<file path="src/rtl/lift_pkg.sv">
// Shared constants, state/direction encodings and the SCAN resume rule
// for the lift call scheduler.
package lift_pkg;

    localparam int NUM_FLOORS = 12;
    localparam int FLOOR_W    = 4;

    typedef enum logic [2:0] {
        IDLE,
        MOVE_UP,
        MOVE_DOWN,
        SERVICE,
        EMERGENCY
    } lift_state_t;

    typedef enum logic [1:0] {
        NONE,
        UP,
        DOWN
    } lift_dir_t;

    // Keep travelling the same way while calls remain there, otherwise turn around.
    function automatic lift_state_t resume_state(lift_dir_t dir, logic above, logic below);
        lift_state_t s;
        if (dir == DOWN) begin
            if (below)      s = MOVE_DOWN;
            else if (above) s = MOVE_UP;
            else            s = IDLE;
        end else begin
            if (above)      s = MOVE_UP;
            else if (below) s = MOVE_DOWN;
            else            s = IDLE;
        end
        return s;
    endfunction

endpackage

</file>
<file path="src/rtl/lift_call_select.sv">
// Combinational search of the pending-call vector relative to the car position:
// presence flags and the nearest pending floor on each side.
module lift_call_select #(
    parameter int NUM_FLOORS = 12,
    parameter int FLOOR_W    = 4
) (
    input  logic [NUM_FLOORS-1:0] pending,
    input  logic [FLOOR_W-1:0]    pos,
    output logic                  above,
    output logic                  below,
    output logic                  here,
    output logic [FLOOR_W-1:0]    nearest_above,
    output logic [FLOOR_W-1:0]    nearest_below
);

    always_comb begin
        above         = 1'b0;
        below         = 1'b0;
        here          = 1'b0;
        nearest_above = '0;
        nearest_below = '0;
        // Descending scan so the lowest floor above pos is the last one kept.
        for (int i = NUM_FLOORS - 1; i >= 0; i--) begin
            if (pending[i] && (FLOOR_W'(i) > pos)) begin
                above         = 1'b1;
                nearest_above = FLOOR_W'(i);
            end
        end
        for (int i = 0; i < NUM_FLOORS; i++) begin
            if (pending[i] && (FLOOR_W'(i) < pos)) begin
                below         = 1'b1;
                nearest_below = FLOOR_W'(i);
            end
            if (pending[i] && (FLOOR_W'(i) == pos)) here = 1'b1;
        end
    end

endmodule

</file>
<file path="src/rtl/lift_call_scheduler.sv">
// SCAN call dispatcher in front of lift_fsm: latches calls, chooses targets,
// sequences door dwell and performs ground-floor emergency recall.
//   IDLE      | no calls, car parked, door closed
//   MOVE_UP   | travelling up to nearest call above
//   MOVE_DOWN | travelling down to nearest call below
//   SERVICE   | stopped at a called floor: dwell, then wait for door closed
//   EMERGENCY | recall to floor 0, calls ignored
module lift_call_scheduler #(
    parameter int NUM_FLOORS   = lift_pkg::NUM_FLOORS,
    parameter int FLOOR_W      = lift_pkg::FLOOR_W,
    parameter int DWELL_CYCLES = 8
) (
    input  logic                  clk,
    input  logic                  reset,
    input  logic [NUM_FLOORS-1:0] floor_call_buttons,
    input  logic [FLOOR_W-1:0]    elevator_position_sensor,
    input  logic                  door_close_sensor,
    input  logic                  disability_sensor,
    input  logic                  fire_alarm_sensor,
    input  logic                  power_outage_sensor,
    output logic [FLOOR_W-1:0]    target_floor,
    output logic                  target_valid,
    output logic                  dir_up,
    output logic                  dir_down,
    output logic                  door_open_req,
    output logic [NUM_FLOORS-1:0] pending_calls,
    output logic                  emergency_active,
    output logic                  pos_error
);
    import lift_pkg::*;

    localparam int CNT_W = (DWELL_CYCLES > 1) ? $clog2(DWELL_CYCLES) : 1;
    localparam logic [CNT_W-1:0] DWELL_RELOAD = CNT_W'(DWELL_CYCLES - 1);

    lift_state_t           state, state_next;
    lift_dir_t             prev_dir, prev_dir_next;
    logic [CNT_W-1:0]      dwell_cnt, dwell_next;
    logic [NUM_FLOORS-1:0] pending_next, clear_mask, pos_onehot;
    logic [FLOOR_W-1:0]    pos, target_next, nearest_above, nearest_below;
    logic                  above, below, here, pos_invalid, emerg_in, call_here;
    logic                  tvalid_next, up_next, down_next, door_next, emerg_next;

    assign pos         = elevator_position_sensor;
    assign pos_invalid = (pos >= FLOOR_W'(NUM_FLOORS));
    assign emerg_in    = fire_alarm_sensor | power_outage_sensor;
    assign pos_onehot  = pos_invalid ? '0 : (NUM_FLOORS'(1) << pos);
    assign call_here   = |(floor_call_buttons & pos_onehot);

    lift_call_select #(
        .NUM_FLOORS (NUM_FLOORS),
        .FLOOR_W    (FLOOR_W)
    ) u_select (
        .pending       (pending_calls),
        .pos           (pos),
        .above         (above),
        .below         (below),
        .here          (here),
        .nearest_above (nearest_above),
        .nearest_below (nearest_below)
    );

    always_ff @(posedge clk) begin
        if (!reset) begin
            state            <= IDLE;
            prev_dir         <= NONE;
            dwell_cnt        <= '0;
            pending_calls    <= '0;
            target_floor     <= '0;
            target_valid     <= 1'b0;
            dir_up           <= 1'b0;
            dir_down         <= 1'b0;
            door_open_req    <= 1'b0;
            emergency_active <= 1'b0;
            pos_error        <= 1'b0;
        end else begin
            state            <= state_next;
            prev_dir         <= prev_dir_next;
            dwell_cnt        <= dwell_next;
            pending_calls    <= pending_next;
            target_floor     <= target_next;
            target_valid     <= tvalid_next;
            dir_up           <= up_next;
            dir_down         <= down_next;
            door_open_req    <= door_next;
            emergency_active <= emerg_next;
            pos_error        <= pos_invalid;
        end
    end

    always_comb begin
        state_next    = state;
        prev_dir_next = prev_dir;
        dwell_next    = dwell_cnt;
        door_next     = door_open_req;
        target_next   = target_floor;
        tvalid_next   = target_valid;
        up_next       = 1'b0;
        down_next     = 1'b0;
        emerg_next    = 1'b0;
        clear_mask    = '0;

        if (emerg_in) begin
            state_next = EMERGENCY;
        end else if (state == EMERGENCY) begin
            state_next = IDLE;
        end else if (!pos_invalid) begin
            case (state)
                IDLE:      state_next = here ? SERVICE : resume_state(NONE, above, below);
                MOVE_UP:   state_next = here ? SERVICE : resume_state(UP, above, below);
                MOVE_DOWN: state_next = here ? SERVICE : resume_state(DOWN, above, below);
                SERVICE: begin
                    // A call at this floor reopens/extends the door instead of queueing.
                    if (call_here) begin
                        dwell_next = DWELL_RELOAD;
                        door_next  = 1'b1;
                    end else if (door_open_req && !disability_sensor) begin
                        if (dwell_cnt == '0) door_next  = 1'b0;
                        else                 dwell_next = dwell_cnt - CNT_W'(1);
                    end else if (!door_open_req && door_close_sensor) begin
                        state_next = resume_state(prev_dir, above, below);
                    end
                end
                default: state_next = IDLE;
            endcase
        end

        if (state_next == EMERGENCY) begin
            target_next   = '0;
            tvalid_next   = 1'b1;
            emerg_next    = 1'b1;
            down_next     = !pos_invalid && (pos != '0);
            door_next     = !pos_invalid && (pos == '0);
            prev_dir_next = NONE;
        end else if (!(pos_invalid && state != EMERGENCY)) begin
            case (state_next)
                IDLE: begin
                    target_next   = '0;
                    tvalid_next   = 1'b0;
                    door_next     = 1'b0;
                    prev_dir_next = NONE;
                end
                MOVE_UP: begin
                    target_next   = nearest_above;
                    tvalid_next   = 1'b1;
                    up_next       = 1'b1;
                    door_next     = 1'b0;
                    prev_dir_next = UP;
                end
                MOVE_DOWN: begin
                    target_next   = nearest_below;
                    tvalid_next   = 1'b1;
                    down_next     = 1'b1;
                    door_next     = 1'b0;
                    prev_dir_next = DOWN;
                end
                SERVICE: begin
                    target_next = pos;
                    tvalid_next = 1'b1;
                    clear_mask  = pos_onehot;
                    if (state != SERVICE) begin
                        door_next  = 1'b1;
                        dwell_next = DWELL_RELOAD;
                    end
                end
                default: ;
            endcase
        end

        if (state_next == EMERGENCY || state == EMERGENCY)
            pending_next = '0;
        else
            pending_next = (pending_calls | floor_call_buttons) & ~clear_mask;
    end

endmodule

</file>
<file path="config.mk">
export PLATFORM = sky130hd
export DESIGN_NAME = lift_call_scheduler
export DESIGN_NICKNAME = d
export VERILOG_FILES = /design/src/rtl/lift_pkg.sv /design/src/rtl/lift_call_select.sv /design/src/rtl/lift_call_scheduler.sv
export SDC_FILE = /design/constraint.sdc
export NUM_CORES = 1
export LEC_CHECK = 0
export BUFFER_PORTS_ARGS = -buffer_cell sky130_fd_sc_hd__buf_2
export CORE_UTILIZATION = 50
export DETAILED_ROUTE_END_ITERATION = 7
export PLACE_DENSITY = 0.85
export SETUP_SLACK_MARGIN = 0.1
export SYNTH_ARGS = -nofsm -noshare
export SYNTH_HDL_FRONTEND = slang
export SYNTH_HIERARCHICAL = 1
export SYNTH_SLANG_ARGS = --single-unit
</file>
<file path="constraint.sdc">
create_clock -name clk -period 6.6 [get_ports clk]
set_clock_uncertainty 0.15 [all_clocks]
set_input_delay 0.33 -clock clk [delete_from_list [all_inputs] [get_ports clk]]
set_output_delay 0.33 -clock clk [all_outputs]
set_load 0.05 [all_outputs]
</file>
==> impl_metrics.yaml <==
run_status:
  status: "complete, but fails checks"
  failed_checks: "DRC"
global_routing:
  grt_pass1_vias: 2229
  grtUsageTotal: 0.254
  globalRouteOverflowTotal: 0
  grt_max_degree: 44
  grt_pass1_wl_um: 10300
  antenna_found_initial: 0
power_and_ir_drop:
  power_density_nw_per_um2: 176
  comb_power_share: 0.204
  power.leakage_nw: 1.05
  power_switching_w: 0.000134
  power.internal_w: 0.000333
  total_power_w: 0.000467
  ir_drop_mv: 0.123
  swShare: 0.287
  p_seq_frac: 0.409
  power_frac_clock: 0.386
setup_path:
  worstPathRequired_ns: 6.61
  critPathTopFamily: "compound AO/OA/AOI/OAI gates"
  crit_chain: "buf_2 -> o2bb2ai_1 -> a21oi_1 -> or2_1 -> nor2b_1 -> nand3_1 -> a21bo_2 -> a2bb2oi_1 -> nor4b_1 -> a211o_1 -> and4bb_4 -> a21oi_1 -> a21boi_1"
  start_kind: "input port"
  arrival_ns: 3.60
  crit_path_end_kind: "flip-flop"
  slowest_delay_ns: 0.58
  crit_fanout: 43
  crit_type: "input port to flip-flop"
  slowest_stage: "buf_2"
  crit_buf_inv: 1
  cp_common_cell: "a21oi_1"
timing:
  relSlewSlack: 0.501
  fmax_ghz: 0.279
  setup-tns-final_ns: 0
  drv_slew: 0
  min_period_ns: 3.59
  rsz0062_at_grt: "no"
  max_slew.worst_pin.slew_ns: 0.749
  post-route-period-util: 0.544
  setup_viol: 0
  hold_viol_final: 0
  holdWs_ns: 0.187
floorplanning:
  fp.dieH_um: 71.3
  core_um2: 4470
  die_area_um2: 5080
  die_w_um: 71.3
  start_util: 0.537
  rows: 24
  ios: 44
cells_and_area:
  syn_to_final_growth_pct: 10.9
  drive_above_1_share: 0.211
  diodes: 0
  fin_util: 0.595
  nNetsFinal: 365
drt:
  viasPerCell: 6.32
  num_vias: 2485
  routed_wl_um: 6290
  drtPass1Iterations: 7
  drt-wirelength-per-cell_um: 16.0
  wl_met1_um: 2700
  top_layer_used: "met4"
  ant_nets: 0
  wl_met2_um: 2920
  drtIter0Drc: 223
  wl_met3_um: 489
  post-route-drc-count: 2
synth:
  synthAdderAreaFrac: 0.0156
  yosys.area_share.simple: 0.265
  synth-compound-area-share: 0.326
  synth_area_leaders: "dfxtp_1 25%, a21oi_1 6.5%, o21ai_0 6.5%"
  synth_area_um2: 2400
  synth_flop_cell: "dfxtp_1"
  yosys.cell_types.count: 65
  syn-num-nets: 334
  async_flop_share: 0
  synth_top_family_by_area: "compound AO/OA/AOI/OAI gates"
  syn_area_per_cell_um2: 7.77
  synth_xor_area_frac: 0.00365
  post-synth-top-area-cell: "dfxtp_1"
  synth_seq_cells: 30
  yosysTopAreaCellShare: 0.250
  synth.area.mux_share: 0.0672
  synthCells: 309
  ys_warn_count: 6
  synth_edf_count: 0
  synth_common_cells: "31 x a21oi_1, 31 x o21ai_0, 30 x dfxtp_1, 27 x nand2_1, 20 x nor2_1"
  yosysSeqAreaShare: 0.250
clocking:
  cts_tree: "built"
  htree_levels: 2
  clkSinkCount: 30
  clock_latency_ns: 0.28
  hold_buffers: 0
  root_buffer: "clkbuf_8"
  cts_resized: 0
  cts_buffer_depth: 2
  postCtsSetupRepairBufs: 0
  clk_pin_slew_worst_paths_ns: 0.06
  numCtsBuffers: 5
placement:
  gp_congestion: 0.857
  io_buffers: 43
  dp_hpwl_um: 4320
hold_path:
  worstHoldPathType: "input port to flip-flop"
flow_run:
  maxCapViolCount: 0
==> worst reg2reg max path: stages, from the launching register on <==
cell and delay (ns):
dfxtp_1 0.53, or3b_1 0.39, a21oi_1 0.19, or2_1 0.14
nor2b_1 0.05, nand3_1 0.12, a21bo_2 0.24, a2bb2oi_1 0.18
nor4b_1 0.08, a211o_1 0.51, and4bb_4 0.49, and2_1 0.21
a31oi_1 0.10
==> state kept, by name, indices dropped and copies added (netlist names), 2 cells and up <==
| signal | flops |
|---|---|
| state | 3 |
| pending_calls | 12 |
| dwell_cnt | 3 |
| target_floor | 4 |
| prev_dir | 2 |
==> stage by stage <==
step	std cells	setup slack [ns]	area, um2
after CTS	393	3.09	2660
after detailed placement	385	2.80	2560
after global placement	385	2.87	2560
final	393	3.01	2660
after global routing	393	2.79	2660
after floorplan	309	3.35	2400
==> kinds of logic after synthesis <==
kind of cell / after synthesis
simple gates: 114
xor+xnor: 1
fa+ha+maj: 3
flops: 30
mux: 11
compound gates: 118
buf+inv: 32
==> cell type report <==
cell class                 instances  area [um2]
tap                               52        65.1
inverter                          13        48.8
timing repair buffer              43         215
clock buffer                       7        76.3
sequential                        30         601
fill                             392        1810
clock inverter                     1        30.0
multi-input combinational        247        1630
==> final timing paths <==
path                                    start                end  slack, ns  depth (start not counted)
setup / recovery  elevator_position_sensor[1]       dwell_cnt[1]       3.01                         13
hold / removal          floor_call_buttons[0]   pending_calls[0]       0.19                          3
setup reg to reg             pending_calls[5]  pending_calls[11]       3.08                         12
hold reg to reg                   prev_dir[0]        prev_dir[0]       0.35                          2
==> cells in the final DEF (no fill, tap or decap), drive strengths merged, types with 2 or more instances in the layout <==
cell type | synthesis | routed
a211oi | 2 | 2
nand3 | 9 | 9
o22ai | 4 | 4
nor3b | 4 | 4
or2 | 5 | 5
nor3 | 3 | 3
or3b | 3 | 3
buf | 15 | 43
a21boi | 6 | 6
dfxtp | 30 | 30
mux2 | 5 | 5
nand3b | 6 | 6
nor4b | 2 | 2
inv | 13 | 13
a2111oi | 3 | 3
nor2 | 20 | 20
mux4 | 3 | 3
o21ai | 32 | 32
o31ai | 2 | 2
a31oi | 6 | 6
and3 | 3 | 3
o2bb2ai | 3 | 3
nand2 | 27 | 27
clkbuf | 4 | 7
o21a | 5 | 5
nand2b | 7 | 7
and2 | 7 | 7
mux2i | 3 | 3
a21o | 2 | 2
a211o | 2 | 2
a221oi | 2 | 2
a21oi | 33 | 33
nor2b | 12 | 12
a2bb2oi | 2 | 2
o21bai | 2 | 2
ha | 3 | 3
a22oi | 4 | 4
nor4 | 2 | 2
==> per-layer routing <==
metal	GRT usage	up-vias
met1	0.336	1138
met3	0.0520	18
met4	0.109	0
met2	0.403	131
li1	-	1198
met5	0	-
==> power by group through the flow <==
| stage | logic (W) | registers, W | clock network, W |
|---|---|---|---|
| 3_5_place_dp | 0.0000937 | 0.000195 | 0 |
| 6_report | 0.0000955 | 0.000191 | 0.000181 |
| 3_3_place_gp | 0.0000923 | 0.000195 | 0 |
| 5_1_grt | 0.000104 | 0.000192 | 0.000191 |
| 4_1_cts | 0.0000940 | 0.000191 | 0.000181 |
| 2_1_floorplan | 0.0000630 | 0.000206 | 0 |
(Power assumes the default switching activity.)
